===== config.mk =====
export PLATFORM = sky130hd
export DESIGN_NAME = dmem_arbiter
export DESIGN_NICKNAME = d
export VERILOG_FILES = /design/src/rtl/dmem_arbiter.sv
export SDC_FILE = /design/constraint.sdc
export NUM_CORES = 1
export LEC_CHECK = 0
export BUFFER_PORTS_ARGS = -buffer_cell sky130_fd_sc_hd__buf_2
export CAP_MARGIN = 20
export CORE_AREA = 2 2 118 120
export DETAILED_ROUTE_END_ITERATION = 8
export DIE_AREA = 0 0 120 122
export PLACE_DENSITY = 0.58
export SLEW_MARGIN = 20
export SYNTH_ARGS = -nofsm -noshare
export SYNTH_HDL_FRONTEND = slang
export SYNTH_SLANG_ARGS = --single-unit

===== constraint.sdc =====
create_clock -name clk -period 1.9 [get_ports clk]
set_input_delay 0.095 -clock clk [delete_from_list [all_inputs] [get_ports clk]]
set_output_delay 0.095 -clock clk [all_outputs]
set_load 0.1 [all_outputs]

===== src/rtl/dmem_arbiter.sv =====
// ============================================================================
// Module  : dmem_arbiter
// Purpose : Round-robin arbiter sharing one single-port data memory between
//           the pipeline (port A) and a loader/DMA (port B), with B burst lock.
// Revision: 1.0  initial release
// ============================================================================
`default_nettype none

module dmem_arbiter #(
    parameter int DATA_W   = 32,
    parameter int ADDR_W   = 32,
    parameter int DEPTH    = 1024,
    parameter int MAX_LOCK = 8
) (
    input  logic              clk,
    input  logic              rst_n,
    input  logic              a_req,
    input  logic              a_we,
    input  logic [ADDR_W-1:0] a_addr,
    input  logic [DATA_W-1:0] a_wdata,
    output logic              a_gnt,
    output logic              a_rvalid,
    output logic [DATA_W-1:0] a_rdata,
    output logic              a_err,
    input  logic              b_req,
    input  logic              b_we,
    input  logic [ADDR_W-1:0] b_addr,
    input  logic [DATA_W-1:0] b_wdata,
    input  logic              b_lock,
    output logic              b_gnt,
    output logic              b_rvalid,
    output logic [DATA_W-1:0] b_rdata,
    output logic              b_err,
    output logic              mem_en,
    output logic              mem_we,
    output logic [ADDR_W-3:0] mem_idx,
    output logic [DATA_W-1:0] mem_wdata,
    input  logic [DATA_W-1:0] mem_rdata
);

    localparam int CNT_W = $clog2(MAX_LOCK + 1);

    typedef enum logic [1:0] {
        IDLE   = 2'd0,
        LAST_B = 2'd1,
        LOCK   = 2'd2
    } state_t;

    state_t             state, state_nxt;
    logic               last_b, last_b_nxt;
    logic [CNT_W-1:0]   lock_cnt, lock_cnt_nxt;

    logic               lock_hold;
    logic               win_a, win_b, any_gnt;
    logic               sel_we, legal;
    logic [ADDR_W-1:0]  sel_addr;
    logic [DATA_W-1:0]  sel_wdata;

    logic               rsp_valid, rsp_b, rsp_read, rsp_err;
    logic [DATA_W-1:0]  rsp_data, rdata_mux;

    assign lock_hold = (state == LOCK) && b_lock && (lock_cnt < CNT_W'(MAX_LOCK));

    always_comb begin
        win_a = 1'b0;
        win_b = 1'b0;
        if (a_req && b_req) begin
            if (lock_hold || !last_b)
                win_b = 1'b1;
            else
                win_a = 1'b1;
        end else begin
            win_a = a_req;
            win_b = b_req;
        end
    end

    // Grants are masked while reset is asserted so every output drops at once.
    assign a_gnt   = win_a & rst_n;
    assign b_gnt   = win_b & rst_n;
    assign any_gnt = a_gnt | b_gnt;

    assign sel_we    = win_b ? b_we    : a_we;
    assign sel_addr  = win_b ? b_addr  : a_addr;
    assign sel_wdata = win_b ? b_wdata : a_wdata;
    assign legal     = (sel_addr[1:0] == 2'b00) &&
                       ({2'b00, sel_addr[ADDR_W-1:2]} < ADDR_W'(DEPTH));

    assign mem_en    = any_gnt & legal;
    assign mem_we    = mem_en & sel_we;
    assign mem_idx   = mem_en ? sel_addr[ADDR_W-1:2] : '0;
    assign mem_wdata = mem_en ? sel_wdata : '0;

    always_comb begin
        state_nxt    = state;
        last_b_nxt   = last_b;
        lock_cnt_nxt = lock_cnt;
        if (win_a) begin
            state_nxt    = IDLE;
            last_b_nxt   = 1'b0;
            lock_cnt_nxt = '0;
        end else if (win_b) begin
            last_b_nxt = 1'b1;
            if (b_lock) begin
                state_nxt = LOCK;
                if (state != LOCK)
                    lock_cnt_nxt = a_req ? CNT_W'(1) : '0;
                else if (a_req && (lock_cnt < CNT_W'(MAX_LOCK)))
                    lock_cnt_nxt = lock_cnt + CNT_W'(1);
            end else begin
                state_nxt    = LAST_B;
                lock_cnt_nxt = '0;
            end
        end
    end

    always_ff @(posedge clk or negedge rst_n) begin
        if (!rst_n) begin
            state    <= IDLE;
            last_b   <= 1'b1;
            lock_cnt <= '0;
        end else begin
            state    <= state_nxt;
            last_b   <= last_b_nxt;
            lock_cnt <= lock_cnt_nxt;
        end
    end

    // Writes echo their store data; reads take the memory output one cycle later.
    always_ff @(posedge clk or negedge rst_n) begin
        if (!rst_n) begin
            rsp_valid <= 1'b0;
            rsp_b     <= 1'b0;
            rsp_read  <= 1'b0;
            rsp_err   <= 1'b0;
            rsp_data  <= '0;
        end else begin
            rsp_valid <= any_gnt;
            rsp_b     <= win_b;
            rsp_read  <= any_gnt & legal & ~sel_we;
            rsp_err   <= any_gnt & ~legal;
            rsp_data  <= (any_gnt & legal & sel_we) ? sel_wdata : '0;
        end
    end

    assign rdata_mux = rsp_read ? mem_rdata : rsp_data;

    assign a_rvalid = rsp_valid & ~rsp_b;
    assign a_err    = rsp_err & ~rsp_b;
    assign a_rdata  = a_rvalid ? rdata_mux : '0;
    assign b_rvalid = rsp_valid & rsp_b;
    assign b_err    = rsp_err & rsp_b;
    assign b_rdata  = b_rvalid ? rdata_mux : '0;

endmodule

`default_nettype wire

==> run_results.csv, run 1 <==
group,metric,value,unit
drt,drt_iter0_markers,68,
global_route,grt_pass1_vias,4403,
timing,final_hold_viol_count,0,
floorplanning,start_util,25.4,%
global_route,grt_max_degree,45,
floorplanning,coreArea,13500,sq um
hold_path,holdPathEnd,"last_b",
finish,layout_common_cells,"buf_2, buf_12, mux2i_1",
hold_path,hp-class,"input pin to flip-flop",
placement,placedInstanceArea,7350,sq um
pwr,power.leakage,3.34,nW
global_route,grtUsageMet3,4.35,%
drt,routedWlPerCell,16.4,microns
logic_synthesis,synth_area,3430,sq um
clock_tree,cts_tree,"done",
status,status,"finished with violations",
hold_path,hold_start,"a_req",
flow_run,max_cap_viol_count,0,
finish,post-route-util,58.4,%
setup_path,required,1800,ps
finish,diodes,0,
finish,ff_latch_area,1080,sq um
timing,setup_tns,-25160,ps
finish,multiInputGateArea,2630,sq um
finish,nFillCells,1146,
drt,first_pass_iters,4,
clock_tree,cts_buffers,5,
timing,max_freq,418,MHz
global_route,overflow,0,
setup_path,path_class,"flip-flop to output port",
placement,dp_hpwl,11.2,mm
clock_tree,h-tree-depth,2,
timing,period_needed,2390,ps
drt,vias,4104,
global_route,antenna_found_initial,0,
timing,slew_viol_final,0,
pwr,powerDensity,368,nW/um^2
drt,ant_nets,0,
logic_synthesis,synth_cells,389,
global_route,grt_pass1_wl,22.3,mm
timing,fin_crit_sh,126,%
logic_synthesis,yosysUniqueCellTypes,41,
setup_path,crit_path_start_kind,"flip-flop",
logic_synthesis,syn_area_per_cell,8.82,sq um
clock_tree,clk_pin_slew,60,ps
setup_path,cp_cell_sequence,"and4bb_2 -> o21ai_4 -> or4_4 -> buf_12 -> a21oi_4 -> buf_12",
setup_path,cp_max_fo,32,
logic_synthesis,synth-async-reset-ratio,100,%
timing,relSlewSlack,66.0,%
hold_path,hold_depth,3,
status,violations,"setup timing",
logic_synthesis,synth_flop_cell,"dfrtp_1",
clock_tree,cts.sinks,43,
global_route,grt-busiest-layer,"met2",
placement,io_buffers,280,
setup_path,slowest_delay,560,ps
logic_synthesis,ys_seq_area_share,31.4,%
finish,final_area,7890,sq um
timing,layout_setup_ws,-492,ps
finish,finalNetCount,865,
setup_path,worst_path_max_delay_cell,"or4_4",
floorplanning,die_y,122,microns
floorplanning,chipWidth,120,microns
logic_synthesis,synth_edf_count,0,
drt,via_per_inst,4.67,
timing,clock_skew,3.85,ps
timing,worst_pin_slew,496,ps
setup_path,ff2ff_path_depth,7,
floorplanning,core.rowCount,43,
finish,layout_commonest_cell,"buf_2",
global_route,met2_usage,36.5,%
floorplanning,die-area,14600,sq um
drt,routed_wl,14.4,mm
timing,setup_violations,77,
clock_tree,insertion_delay,290,ps
setup_path,r2r_slack,-220,ps
global_route,grt.total_usage,19.0,%
placement,gp_congestion,0.807,
setup_path,worst_ep_arrival_time,2300,ps
global_route,use_met1,21.1,%
setup_path,worstReg2RegStart,"lock_cnt[3]",
timing,grt_setup_unrepaired,"yes",
floorplanning,ioPinCount,301,
pwr,vdd_drop_max,0.000330,V
clock_tree,cts-root-buf,"clkbuf_16",
logic_synthesis,yosysWarnings,0,
setup_path,r2r-end,"rsp_data[18]",
setup_path,cp-end-kind,"output port",
setup_path,path_common_cell,"buf_12",
finish,drive_gt1_share,62.3,%
clock_tree,cts_buffer_depth,2,
logic_synthesis,synth_seq_cells,43,
finish,syn_to_final_growth,130,%
drt,drc,0,
-- critical path, delay by kind of cell (launching register included) --
| family | cells | cell delay [ps] |
|---|---|---|
| compound gates | 2 | 250 |
| buf+inv | 2 | 420 |
| flops | 1 | 380 |
| simple gates | 2 | 920 |
-- worst max path at each step --
| stage | from | end | slack, ps | depth (start not counted) |
|---|---|---|---|---|
| after global routing | lock_cnt[3] | mem_wdata[11] | -560 | 6 |
| after detailed placement | last_b | mem_wdata[31] | -250 | 8 |
| after CTS | state[0] | mem_wdata[8] | -470 | 6 |
| final | lock_cnt[3] | mem_wdata[8] | -490 | 6 |
| after floorplan | rsp_read | a_rdata[11] | -620 | 4 |
| after global placement | last_b | mem_wdata[31] | -250 | 8 |
-- through the flow --
step | setup slack, ps | instances | power [mW] | hold slack [ps]
finish | -492 | 878 | 2.90 | 147
global route | -560 | 878 | 3.04 | 155
CTS | -468 | 873 | 2.93 | 130
detailed placement | -247 | 858 | 1.88 | 258
global placement | -252 | 858 | 1.86 | 254
floorplan | -618 | 408 | 1.51 | -201
-- state kept, by name (all words and copies together), names as in the netlist --
| signal | cells |
|---|---|
| rsp_valid | 1 |
| rsp_data | 32 |
| last_b | 1 |
| rsp_b | 1 |
| lock_cnt | 4 |
| state | 2 |
| rsp_read | 1 |
| rsp_err | 1 |
-- kinds of logic (layout without fill, tap and decap cells) --
logic type	count (synthesis)	in the layout	synth area share, %
and+or+nand+nor	107	107	14.2
AOI/OAI and AO/OA	93	93	20.2
muxes	76	76	22.2
buffers and inverters	68	358	11.5
DFF	43	43	31.4
adders and majority gates	1	1	0.365
other	1	20	0.109
-- area by class of cell --
class                   instances  area share [%]
inverters                      10           0.476
multi-input cells             297            33.4
flip-flops and latches         43            13.7
well taps                     180            2.85
repair buffers                340            47.5
clock buffers                   5            1.59
clock inverters                 3           0.555
-- per-layer routing --
metal  wire [microns]  vias up  share of wire, %
met5                0        -                 0
met4              205        0               1.4
met3              984       17               6.8
met2             7910      188                55
met1             5300     1938                37
li1                 -     1961                 -
-- power by group --
group	switching (mW)	total, mW	internal, mW
registers	0.00954	0.941	0.931
logic	0.611	0.963	0.352
clock network	0.379	0.999	0.620
-- synth_stat cells (all sizes together) (3+ instances only) --
library cell	instances	share of area, %
a211oi	32	7.1
buf	39	8.3
or4	3	0.66
nor4	9	1.6
nand2	6	0.66
dfrtp	42	31
nor2	72	7.9
clkbuf	19	2.1
inv	10	1.1
mux2i	76	22
a21oi	45	9.8
o21ai	7	1.1
-- timing repair --
action	CTS	global route
buffers inserted	5	4
hold buffers	1	0
pin swaps	7	5
cloned	1	3
endpoints found under the setup margin	77	79
gates resized for setup	31	17
hold endpoints to repair	42	0
Power figures use the tool's default switching activity.
==> inputs of run 2 (changes only) <==
--- a/config.mk
+++ b/config.mk
@@ -10,7 +10,7 @@
 export CORE_AREA = 2 2 118 120
 export DETAILED_ROUTE_END_ITERATION = 8
 export DIE_AREA = 0 0 120 122
-export PLACE_DENSITY = 0.58
+export PLACE_DENSITY = 0.55
 export SLEW_MARGIN = 20
 export SYNTH_ARGS = -nofsm -noshare
 export SYNTH_HDL_FRONTEND = slang
==> constraint.sdc (replaced) <==
create_clock -name clk -period 3.1 [get_ports clk]
set_input_delay 0.155 -clock clk [delete_from_list [all_inputs] [get_ports clk]]
set_output_delay 0.155 -clock clk [all_outputs]
set_load 0.1 [all_outputs]
==> run_results.csv, run 2 (same netlist as run 1, synthesis figures left out) <==
group,metric,value,unit
status,status,"finished with violations",
status,violations,"hold timing",
drt,via_per_inst,4.60,
drt,vias,3803,
clock_tree,cts_resized,0,
floorplanning,chipWidth,120,microns
drt,routed_wl,12.9,mm
global_route,grt_pass1_vias,3778,
finish,post-route-util,42.4,%
drt,drc,0,
finish,layout_common_cells,"buf_2, mux2i_1, nor2_1",
finish,reg_top3,"rsp_data: 32 flops, lock_cnt: 4 flops, state: 2 flops",
setup_path,r2r_slack,670,ps
setup_path,r2r-end,"rsp_data[17]",
setup_path,crit_path_start_kind,"flip-flop",
timing,period_needed,2770,ps
floorplanning,coreArea,13500,sq um
drt,drt_iter0_markers,147,
setup_path,worst_ep_arrival_time,2620,ps
clock_tree,clk_pin_slew,60,ps
timing,final_hold_viol_count,30,
global_route,grt_pass1_wl,19.1,mm
drt,first_pass_iters,4,
pwr,vdd_drop_max,0.000189,V
global_route,antenna_found_initial,0,
timing,worst_pin_slew,817,ps
timing,fin_crit_sh,89.4,%
clock_tree,cts_buffer_depth,2,
clock_tree,cts.sinks,43,
timing,relSlewSlack,45.5,%
placement,io_buffers,280,
setup_path,worstReg2RegStart,"lock_cnt[3]",
clock_tree,cts_tree,"done",
global_route,grt_max_degree,65,
floorplanning,ioPinCount,301,
placement,gp_congestion,0.796,
flow_run,max_cap_viol_count,0,
pwr,power.leakage,2.80,nW
pwr,powerDensity,283,nW/um^2
finish,multiInputGateArea,2070,sq um
setup_path,required,2940,ps
floorplanning,start_util,25.4,%
setup_path,cp_max_fo,64,
clock_tree,cts-hold-fix-buffers,0,
finish,nFillCells,1312,
setup_path,ff2ff_path_depth,6,
timing,grt_setup_unrepaired,"no",
clock_tree,h-tree-depth,2,
finish,syn_to_final_growth,66.7,%
timing,slew_viol_final,0,
drt,ant_nets,0,
finish,largest_reg_flops,32,
drt,routedWlPerCell,15.6,microns
clock_tree,cts_setup_buffers,0,
setup_path,cp-end-kind,"output port",
hold_path,hp-class,"input pin to asynchronous set/reset pin",
finish,regMostFlops,"rsp_data",
finish,layout_commonest_cell,"buf_2",
clock_tree,insertion_delay,280,ps
finish,drive_gt1_share,52.2,%
timing,hold_ws,-13.4,ps
timing,clock_skew,4.26,ps
finish,ff_latch_area,1080,sq um
clock_tree,cts-root-buf,"clkbuf_16",
timing,max_freq,361,MHz
clock_tree,cts_buffers,5,
finish,diodes,0,
timing,setup_tns,0,ps
timing,setup_violations,0,
global_route,overflow,0,
finish,finalNetCount,814,
floorplanning,die_y,122,microns
global_route,grt.total_usage,16.5,%
floorplanning,die-area,14600,sq um
setup_path,path_class,"flip-flop to output port",
placement,dp_hpwl,10.4,mm
floorplanning,core.rowCount,43,
run 2: cell types whose count changed in the layout (fill, tap and decap cells not counted), sizes merged:
| cell | previous run | this run |
|---|---|---|
| buf | 337 | 289 |
| dlygate4sd3 | 1 | 0 |
| clkinv | 2 | 0 |
| clkbuf | 7 | 6 |
run 2: where the power goes:
group	total, mW	internal, mW	switching [mW]
sequential	0.577	0.571	0.00621
combinational	0.466	0.144	0.321
clock	0.576	0.376	0.200
run 2: per-stage QoR:
stage / hold WS [ps] / instance area, sq um / setup WS (ps) / instances / total power, mW
after floorplan: -141 / 3520 / -244 / 408 / 0.900
after global placement: 289 / 5560 / 642 / 819 / 1.05
after detailed placement: 299 / 5560 / 603 / 819 / 1.06
after CTS: 2.87 / 5720 / 298 / 826 / 1.64
after global routing: 25.9 / 5720 / 201 / 826 / 1.69
final: -13.4 / 5720 / 328 / 826 / 1.62
run 2: cell type report:
cell class	count	share of cell area (%)
well taps	180	3.94
clock inverters	1	0.525
repair buffers	289	37.6
multi-input cells	297	36.2
clock buffers	6	2.25
inverters	10	0.656
flip-flops and latches	43	18.8
run 2: worst max-delay path by stage:
stage / end / from / cells after the start / slack, ps
3_5_place_dp: mem_wdata[24] / lock_cnt[3] / 6 / 600
5_1_grt: mem_wdata[24] / lock_cnt[3] / 6 / 200
4_1_cts: mem_wdata[24] / lock_cnt[3] / 6 / 300
2_1_floorplan: mem_wdata[23] / lock_cnt[3] / 6 / -240
6_report: mem_wdata[24] / lock_cnt[3] / 6 / 330
3_3_place_gp: mem_wdata[24] / lock_cnt[3] / 6 / 640
run 2: routing by layer:
layer | up-vias | global-route usage, % | share of wire [%]
met5 | - | 0 | 0
li1 | 1854 | - | -
met1 | 1756 | 19.0 | 40
met4 | 0 | 3.53 | 1.0
met2 | 185 | 31.4 | 52
met3 | 8 | 3.28 | 7.2
run 2: critical path, cell delays in order (launching register included):
cell and delay, ps:
dfrtp_1 440, and4bb_2 390, o21ai_4 90, or4_4 640, buf_12 250, a21oi_1 300, buf_12 210
==> inputs of run 3 (changes only) <==
--- a/config.mk
+++ b/config.mk
@@ -6,11 +6,10 @@
 export NUM_CORES = 1
 export LEC_CHECK = 0
 export BUFFER_PORTS_ARGS = -buffer_cell sky130_fd_sc_hd__buf_2
-export CAP_MARGIN = 20
-export CORE_AREA = 2 2 118 120
+export CORE_AREA = 2 2 116 118
 export DETAILED_ROUTE_END_ITERATION = 8
-export DIE_AREA = 0 0 120 122
-export PLACE_DENSITY = 0.55
+export DIE_AREA = 0 0 118 120
+export PLACE_DENSITY = 0.57
 export SLEW_MARGIN = 20
 export SYNTH_ARGS = -nofsm -noshare
 export SYNTH_HDL_FRONTEND = slang
==> constraint.sdc (replaced) <==
create_clock -name clk -period 2.61 [get_ports clk]
set_input_delay 0.1305 -clock clk [delete_from_list [all_inputs] [get_ports clk]]
set_output_delay 0.1305 -clock clk [all_outputs]
set_load 0.1 [all_outputs]
==> run_results.csv, run 3 (same netlist as run 1, synthesis figures left out) <==
group,metric,value,unit
setup_path,cp_max_fo,32,
setup_path,worst_path_max_delay_cell,"or4_4",
placement,placed_cells,821,
floorplanning,die-area,14200,sq um
clock_tree,cts.sinks,43,
drt,vias,3839,
timing,clock_skew,5.22,ps
pwr,vdd_drop_max,0.000218,V
finish,reg_top3,"rsp_data: 32 flops, lock_cnt: 4 flops, state: 2 flops",
setup_path,slowest_delay,580,ps
floorplanning,coreArea,13000,sq um
finish,diodes,0,
finish,syn_to_final_growth,80.6,%
global_route,grt_pass1_vias,3952,
timing,setup_violations,0,
pwr,powerDensity,305,nW/um^2
global_route,grt_max_degree,48,
finish,largest_reg_flops,32,
timing,slew_viol_final,0,
setup_path,crit_path_start_kind,"flip-flop",
hold_path,hp-class,"input pin to flip-flop",
drt,first_pass_iters,4,
floorplanning,start_util,26.4,%
setup_path,critPathTopFamily,"simple AND/OR/NAND/NOR gates",
drt,drt_iter0_markers,115,
drt,routedWlPerCell,15.0,microns
placement,dp_hpwl,9.89,mm
setup_path,cp-end-kind,"output port",
setup_path,cp_num_buf_inv,2,
placement,io_buffers,280,
clock_tree,insertion_delay,270,ps
timing,final_hold_viol_count,0,
placement,gp_congestion,0.824,
clock_tree,clk_pin_slew,60,ps
setup_path,cp_cell_sequence,"and4bb_2 -> o21ai_4 -> or4_4 -> buf_16 -> a21oi_4 -> buf_12",
finish,layout_commonest_cell,"buf_2",
flow_run,max_cap_viol_count,0,
clock_tree,cts_buffer_depth,2,
drt,drc,0,
global_route,overflow,0,
finish,instances_no_fill,834,
floorplanning,ioPinCount,301,
setup_path,required,2480,ps
finish,drive_gt1_share,54.0,%
finish,finalNetCount,825,
finish,post-route-util,47.8,%
global_route,antenna_found_initial,0,
timing,layout_setup_ws,67.5,ps
pwr,fin_total_pwr,1.89,mW
finish,regMostFlops,"rsp_data",
timing,fin_crit_sh,97.4,%
timing,relSlewSlack,67.5,%
floorplanning,chipWidth,118,microns
drt,ant_nets,0,
finish,layout_common_cells,"buf_2, mux2i_1, nor2_1",
timing,grt_setup_unrepaired,"no",
status,status,"finished clean",
timing,period_needed,2540,ps
pwr,power.leakage,2.91,nW
clock_tree,cts-root-buf,"clkbuf_16",
timing,worst_pin_slew,473,ps
floorplanning,core.rowCount,42,
global_route,grt.total_usage,17.2,%
setup_path,worst_ep_arrival_time,2410,ps
drt,routed_wl,12.5,mm
clock_tree,cts_tree,"done",
global_route,grt_pass1_wl,19.7,mm
drt,via_per_inst,4.60,
setup_path,path_class,"flip-flop to output port",
timing,max_freq,393,MHz
clock_tree,cts_buffers,5,
floorplanning,die_y,120,microns
clock_tree,h-tree-depth,2,
placement,pre_cts_slack,227,ps
## run 3: worst paths after layout
path	to	startpoint	slack [ps]	depth (start not counted)
hold reg to reg	last_b	last_b	540	2
hold / removal	last_b	a_req	130	2
min in group asynchronous	last_b	rst_n	510	3
setup reg to reg	rsp_data[28]	lock_cnt[3]	310	6
max in group asynchronous	lock_cnt[3]	rst_n	1860	4
setup / recovery	mem_wdata[7]	lock_cnt[3]	70	6
## run 3: layout make-up
type	instances	area [sq um]
fill	1252	6780
multi-input combinational	297	2380
timing repair buffer	300	2340
sequential	43	1080
tap	176	220
clock buffer	7	143
inverter	10	37.5
clock inverter	1	5.00
## run 3: worst reg2reg max path: stages (launching register included)
cell	delay [ps]
dfrtp_2	440
and4bb_2	350
o21ai_4	80
or4_4	580
buf_4	180
bufbuf_16	280
a211oi_1	270
## run 3: timing repair
action                                  in CTS  in global routing
resized for setup                            2                  2
hold endpoints to repair                    42                  0
gates cloned                                 1                  0
pin swaps                                    1                  2
endpoints found under the setup margin       3                 38
setup buffers                                1                  1
hold buffers                                 2                  0
## run 3: where the power goes
part           switching, mW  internal, mW
Combinational          0.406         0.186
Sequential           0.00779         0.678
Clock                  0.237         0.379
## run 3: layer usage
| layer | up-vias | share of wire, % | global-route usage [%] | routed length (microns) |
|---|---|---|---|---|
| li1 | 1876 | - | - | - |
| met1 | 1784 | 39 | 19.4 | 4860 |
| met2 | 175 | 54 | 33.9 | 6780 |
| met3 | 4 | 6.5 | 3.14 | 818 |
| met4 | 0 | 0.65 | 3.01 | 81 |
| met5 | - | 0 | 0 | 0 |
## run 3: metrics by stage
stage	setup TNS [ps]	instance area, sq um	hold slack, ps
floorplan	-4170	3820	-165
global placement	0	5950	270
detailed placement	0	5950	281
CTS	0	6180	117
global route	0	6200	152
finish	0	6200	125
